File: src/rtl/mux_sel_arbiter.sv
// mux_sel_arbiter: round-robin arbiter producing one-hot registered selects
// (sel1/sel2/sel3) for a 3-input registered mux. Grants last at most
// HOLD_CYCLES cycles and are separated by a one-cycle all-zero gap that
// carries a done pulse.
//
// Optional feature macro: MUX_ARB_LOCK_EN
//   Adds a lock input. While lock is high and the granted request is still
//   asserted, the HOLD_CYCLES expiry is suppressed and the hold counter
//   saturates at HOLD_CYCLES-1.
module mux_sel_arbiter #(
   parameter int unsigned HOLD_CYCLES = 4
) (
   input  logic       clock,
   input  logic       resetn,
   input  logic [2:0] req,
`ifdef MUX_ARB_LOCK_EN
   input  logic       lock,
`endif
   output logic       sel1,
   output logic       sel2,
   output logic       sel3,
   output logic [1:0] gnt_id,
   output logic       busy,
   output logic       done
);

   typedef enum logic [0:0] {StIdle, StGrant} state_e;

   // Last count value of a grant; the counter is 4 bits wide.
   localparam logic [3:0] LP_LIMIT = 4'(HOLD_CYCLES - 1);

   state_e     r_state;
   state_e     w_state_d;
   logic [3:0] r_cnt;
   logic [3:0] w_cnt_d;
   // Index (0..2) of the most recent grant; also the owner while in StGrant.
   logic [1:0] r_last;
   logic [1:0] w_last_d;
   logic [2:0] r_sel;
   logic [2:0] w_sel_d;
   logic [1:0] r_gnt;
   logic [1:0] w_gnt_d;
   logic       r_done;
   logic       w_done_d;

   logic       w_pick_valid;
   logic [1:0] w_pick_idx;
   logic       w_gnt_req;
   logic       w_at_limit;
   logic       w_expire;
   logic       w_end;

   // Round-robin pick: search last+1, last+2, last+3 (mod 3).
   always_comb begin
      w_pick_valid = |req;
      w_pick_idx   = 2'd0;
      case (r_last)
         2'd0: begin
            if (req[1])      w_pick_idx = 2'd1;
            else if (req[2]) w_pick_idx = 2'd2;
            else             w_pick_idx = 2'd0;
         end
         2'd1: begin
            if (req[2])      w_pick_idx = 2'd2;
            else if (req[0]) w_pick_idx = 2'd0;
            else             w_pick_idx = 2'd1;
         end
         default: begin
            if (req[0])      w_pick_idx = 2'd0;
            else if (req[1]) w_pick_idx = 2'd1;
            else             w_pick_idx = 2'd2;
         end
      endcase
   end

   // Request bit of the current owner, plus grant-termination conditions.
   always_comb begin
      case (r_last)
         2'd0:    w_gnt_req = req[0];
         2'd1:    w_gnt_req = req[1];
         default: w_gnt_req = req[2];
      endcase
      w_at_limit = (r_cnt == LP_LIMIT);
`ifdef MUX_ARB_LOCK_EN
      // Lock only holds the grant while the owner still requests.
      w_expire   = w_at_limit && !lock;
`else
      w_expire   = w_at_limit;
`endif
      w_end      = !w_gnt_req || w_expire;
   end

   // Next-state and next-output logic for the IDLE/GRANT FSM.
   always_comb begin
      w_state_d = r_state;
      w_cnt_d   = r_cnt;
      w_last_d  = r_last;
      w_sel_d   = r_sel;
      w_gnt_d   = r_gnt;
      w_done_d  = 1'b0;
      unique case (r_state)
         StIdle: begin
            w_sel_d = 3'b000;
            w_gnt_d = 2'd0;
            if (w_pick_valid) begin
               w_state_d = StGrant;
               w_sel_d   = 3'b001 << w_pick_idx;
               w_gnt_d   = w_pick_idx + 2'd1;
               w_cnt_d   = 4'd0;
               w_last_d  = w_pick_idx;
            end
         end
         StGrant: begin
            if (w_end) begin
               // A drop coinciding with expiry still ends the grant once.
               w_state_d = StIdle;
               w_sel_d   = 3'b000;
               w_gnt_d   = 2'd0;
               w_cnt_d   = 4'd0;
               w_done_d  = 1'b1;
            end else if (!w_at_limit) begin
               w_cnt_d = r_cnt + 4'd1;
            end
         end
         default: begin
            w_state_d = StIdle;
            w_sel_d   = 3'b000;
            w_gnt_d   = 2'd0;
            w_cnt_d   = 4'd0;
         end
      endcase
   end

   // State and registered outputs; reset points at requester 3 so
   // requester 1 has first priority.
   always_ff @(posedge clock or negedge resetn) begin
      if (!resetn) begin
         r_state <= StIdle;
         r_cnt   <= 4'd0;
         r_last  <= 2'd2;
         r_sel   <= 3'b000;
         r_gnt   <= 2'd0;
         r_done  <= 1'b0;
      end else begin
         r_state <= w_state_d;
         r_cnt   <= w_cnt_d;
         r_last  <= w_last_d;
         r_sel   <= w_sel_d;
         r_gnt   <= w_gnt_d;
         r_done  <= w_done_d;
      end
   end

   assign sel1   = r_sel[0];
   assign sel2   = r_sel[1];
   assign sel3   = r_sel[2];
   assign gnt_id = r_gnt;
   assign busy   = (r_state == StGrant);
   assign done   = r_done;

endmodule

File: config.mk
export PLATFORM = sky130hd
export DESIGN_NAME = mux_sel_arbiter
export DESIGN_NICKNAME = d
export VERILOG_FILES = /design/src/rtl/mux_sel_arbiter.sv
export SDC_FILE = /design/constraint.sdc
export NUM_CORES = 1
export LEC_CHECK = 0
export ABC_AREA = 1
export CORE_MARGIN = 4
export CORE_UTILIZATION = 29
export CTS_CLUSTER_SIZE = 8
export DETAILED_ROUTE_END_ITERATION = 8
export PLACE_DENSITY = 0.59
export SLEW_MARGIN = 20
export SYNTH_ARGS = -nofsm -noshare
export SYNTH_HDL_FRONTEND = slang
export SYNTH_SLANG_ARGS = --single-unit
File: constraint.sdc
create_clock -name clock -period 2.76 [get_ports clock]
set_clock_uncertainty 0.05 [all_clocks]
set_input_delay 0.552 -clock clock [delete_from_list [all_inputs] [get_ports clock]]
set_output_delay 0.552 -clock clock [all_outputs]
set_load 0.01 [all_outputs]
# Yosys cells after proc, flatten, opt, wreduce, memory -nomap -nowiden
# Index checks and enable logic that the tools add are counted.
# totals
out_inout_bits,7
in_bits,5
ff_bits,13
# op_classes
eq_ne,5
n_reduce_logical,6
shift,1
muxes,23
n_bitwise,1
add_sub_neg,2
# ops
operator,count
$mux W2,7
$mux W4,3
$pmux W2 S2,2
$pmux W4 S2,1
$mux W3,2
$pmux W3 S2,1
$mux W1,5
$add A4 B1 Y4 const B,1
$eq A4 B2 Y1 const B,1
$pmux W1 S2,2
$reduce_and A2 Y1,2
$ne A3 B2 Y1 const B,1
$reduce_or A3 Y1,1
$shl A1 B2 Y3 const A,1
$add A2 B1 Y2 const B,1
$eq A2 B1 Y1 const B,1
$logic_not A2 Y1,1
$ne A2 B1 Y1 const B,1
$ne A2 B2 Y1 const B,1
$logic_not A1 Y1,1
$logic_or A1 B1 Y1,1
$not A1 Y1,1

# Depth between registers and ports, before layout
# depth
ltp_word,6
ltp_mapped,8

# Worst setup path after synthesis
# No wires, ideal clock.
# synth_timing
kind,in2reg
start,input req[0]
end,register r_gnt[1] (netlist: gnt_id[1])
setup_ns,0.118
arrival_ns,1.295
required_time_ns,2.592
cell_stages,7
slack_ns,1.297
cell_sequence,nor2_1 > nand2_1 > nand2_1 > inv_1 > ha_1 > nand2_1 > nand2_1
# synth_via
word_cells_on_any_way,12
classes_between,add/sub (1); eq/ne (1); mux (7); reduce/logical (3)
# synth_lines
item,line_no,rtl
from (decl),15,"input logic [2:0] req,"
$mux W2,69,if (req[0]) w_pick_idx = 2'd0;
$pmux W2 S2,57,case (r_last)
named net w_pick_idx[1],47,logic [1:0] w_pick_idx;
$add A2 B1 Y2,108,w_gnt_d = w_pick_idx + 2'd1;
$mux W2,105,if (w_pick_valid) begin
$pmux W2 S2,101,unique case (r_state)
to (signal assigned),149,r_gnt <= w_gnt_d;
to (decl),41,logic [1:0] r_gnt;
# The timed path passes the listed nets, and every way through them passes these cells.
# A chain may end at the register's enable or synchronous reset.

# Final worst setup path
# layout_timing
start,register r_state (netlist: busy)
end,output busy
# layout_lines
item,line_no,rtl
from (decl),32,state_e r_state;
from (signal assigned),138,r_state <= StIdle;
from (signal assigned),145,r_state <= w_state_d;
to (decl),23,"output logic busy,"
# No word-level cell between the ends.

==> impl_metrics.tcl <==
set metrics [dict create \
    h-tree-depth 1 \
    cp_cell_sequence "clkdlybuf4s50_1" \
    worst_setup_path_end_kind "primary output" \
    timing.hold.worst_endpoint "r_sel[0]$_DFFE_PN0P_" \
    postSynthRegisterBits 13 \
    layoutNonFillerInstCount 130 \
    initialDrtViolationCount 22 \
    cts_tree "built" \
    cp_data_required_time_ns 2.16 \
    drt.antenna.violating_nets 0 \
    grt_pass1_wl_um 2504 \
    cp.arrival_ns 1.52 \
    synth.yosys.seq_area_share_pct 47.54 \
    power_leakage_nw 0.4517 \
    grt_use_total_pct 10.09 \
    sw_share_pct 41.25 \
    rrSetupSlack_ns 1.22 \
    ctsLongestPathBuffers 2 \
    number_of_instances_in_the_synthesized_netlist 88 \
    critical_path_class "register to primary output" \
    port_buffers 11 \
    drt-total-wl_um 1415 \
    post_cts_hold_fix_bufs 0 \
    worst_setup_hold_path_clk_slew_ns 0.08 \
    compound_gate_portion_of_the_synthesized_area_pct 2.732 \
    netlist-cell-type-count 15 \
    unrepaired_setup_endpoints_after_global_routing "no" \
    post_synth.cell_area_avg_sq_um 7.806 \
    cpMaxStageDelayCell "clkdlybuf4s50_1" \
    report.power.total_uw 794.6 \
    drive_gt1_share_pct 7.843 \
    min_delay_path_depth 2 \
    clkSinkCount 13 \
    postPlaceCellArea_sq_um 827.0 \
    worst_r2r_end "gnt_id[1]$_DFFE_PN0P_" \
    comb_power_share_pct 42.0 \
    layout.cells.most_common_list "nand2_1, nand3_1, dfrtp_1, clkdlybuf4s50_1, inv_1" \
    post-route-cell-area_sq_um 853.3 \
    grt_antenna_before_repair 0 \
    startpoint_of_the_worst_slack_reg_to_reg_timing_path "r_last[1]$_DFFE_PN1P_" \
    start_util_pct 30.76 \
    post_drt_wl_per_cell_um 10.88 \
    nets 112 \
    viasPerCell 4.600 \
    critical_path_buf_inv_count 1 \
    placed_cells 126 \
    dp_hpwl_um 1027 \
    dominant_combinational_cell_family_by_area_after_synthesis "simple AND/OR/NAND/NOR gates" \
    grt_use_met1_pct 12.11 \
    globalRouteMet2Util_pct 16.50 \
    setup_viol_count_final 0 \
    adder_cell_share_of_the_synthesized_area_pct 7.286 \
    clk-insertion-delay-late_ns 0.28 \
    count_of_max_cap_constraint_violations 0 \
    tns_ns 0 \
    seq_power_share_pct 42.2 \
    xor_and_xnor_fraction_of_the_mapped_netlist_area_pct 1.275 \
    synth.net_count 97 \
    critPathTopFamily "buffers and inverters" \
    finish.utilization_pct 38.21 \
    p_clk_share_pct 15.8 \
    post-route-period-util_pct 76.83 \
    start_kind "register" \
    timing.max_slew.rel_slack_pct 59.81 \
    synth-warning-count 0 \
    timing.hold.worst.start "r_sel[0]$_DFFE_PN0P_" \
    status "complete, no violations" \
    mappedNetlistArea_sq_um 686.9 \
    crit_path_max_fanout 13 \
    fmax_mhz 471.6 \
    final_period_minus_worst_setup_slack_ns 2.121 \
    p_sw_uw 327.8 \
    timing.hold.ws_ns 0.4582 \
    clock_tree.root_cell "clkbuf_4" \
    chipHeight_um 56.67 \
    r2r.worst_path.cells 8 \
    total_power_density_per_cell_area_nw_per_um2 931.2 \
    report.final.hold_viol_count 0 \
    number_of_global_route_vias_before_repair 586 \
    place_ws_ns 0.7374 \
    first_pass_iters 4 \
    internal_power_uw 466.8 \
    final_common_cell "nand2_1" \
    drv_slew 0 \
    fp-row-count 17 \
    worstMarginPinSlew_ns 0.6010 \
    layout-area-overhead-vs-synth_pct 24.23 \
    ios 12 \
    die_w_um 56.67 \
    post_cts_resized 0 \
    globalRouteMet3Util_pct 2.529 \
    worst_slack_ns 0.6395 \
    cts_buffers 3 \
    grt_start_max_net_pins 14 \
    die_area_sq_um 3211 \
    globalRouteOverflowTotal 0 \
    detailroute.via_count 598 \
    max_stage_delay_ns 0.62 \
    post_synth_and_or_nand_nor_area_fraction_pct 34.97 \
    synth_mux_area_share_pct 0 \
    vdd.ir_drop.worst_v 0.0005011 \
    remaining_drcs 0 \
    gp_congestion 0.8292 \
    antenna_cells 0 \
    min_path_type "register to register" \
    gr-max-usage-layer "met2" \
    design.core.area_sq_um 2233 \
    cts_setup_buffers 0 \
]
## cell families after synthesis
family,after synthesis
flops,13
xor+xnor,1
compound gates,3
simple gates,56
fa+ha+maj,4
buf+inv,11
## cells in the mapped netlist, drive strengths merged
cell type | number | area [sq um]
a21oi | 1 | 8.760
o21ai | 2 | 10.01
nand2 | 34 | 127.6
dfstp | 1 | 26.28
inv | 10 | 37.53
dfrtp | 12 | 300.3
nand3 | 12 | 60.06
ha | 4 | 50.05
buf | 1 | 5.000
nand4 | 2 | 12.51
nor2 | 8 | 40.04
xor2 | 1 | 8.760
## power groups by stage
stage / Sequential, mW / Combinational, mW / Clock, mW
after global routing: 0.352 / 0.382 / 0.134
after detailed placement: 0.338 / 0.340 / 0
after CTS: 0.336 / 0.341 / 0.127
after global placement: 0.341 / 0.336 / 0
after floorplan: 0.332 / 0.203 / 0
final: 0.335 / 0.334 / 0.126
## sequential cells by signal (all words and copies together) (netlist names)
register,flops
done,1
r_last,2
r_cnt,4
r_sel,3
busy,1
gnt_id,2
## worst max-delay path by stage
stage	slack, ns	cells past startpoint	to	startpoint
global route	0.54	1	busy	busy$_DFF_PN0_
CTS	0.61	1	busy	busy$_DFF_PN0_
floorplan	1.30	7	gnt_id[1]$_DFFE_PN0P_	req[0]
detailed placement	0.74	8	gnt_id[1]$_DFFE_PN0P_	req[1]
global placement	0.78	8	gnt_id[1]$_DFFE_PN0P_	req[1]
finish	0.64	1	busy	busy$_DFF_PN0_
## area by class of cell
| cell class | count | area, sq um |
|---|---|---|
| inverter | 10 | 37.54 |
| tap | 28 | 35.03 |
| fill | 234 | 1380 |
| timing repair buffer | 11 | 110.1 |
| clock buffer | 4 | 26.28 |
| sequential | 13 | 326.6 |
| multi-input combinational | 64 | 317.8 |
## routing by layer
layer	vias up	share of wire, %
met1	275	47
met5	-	0
met2	13	47
met4	0	1.8
met3	3	4.1
li1	307	-
(Power assumes the default switching activity.)
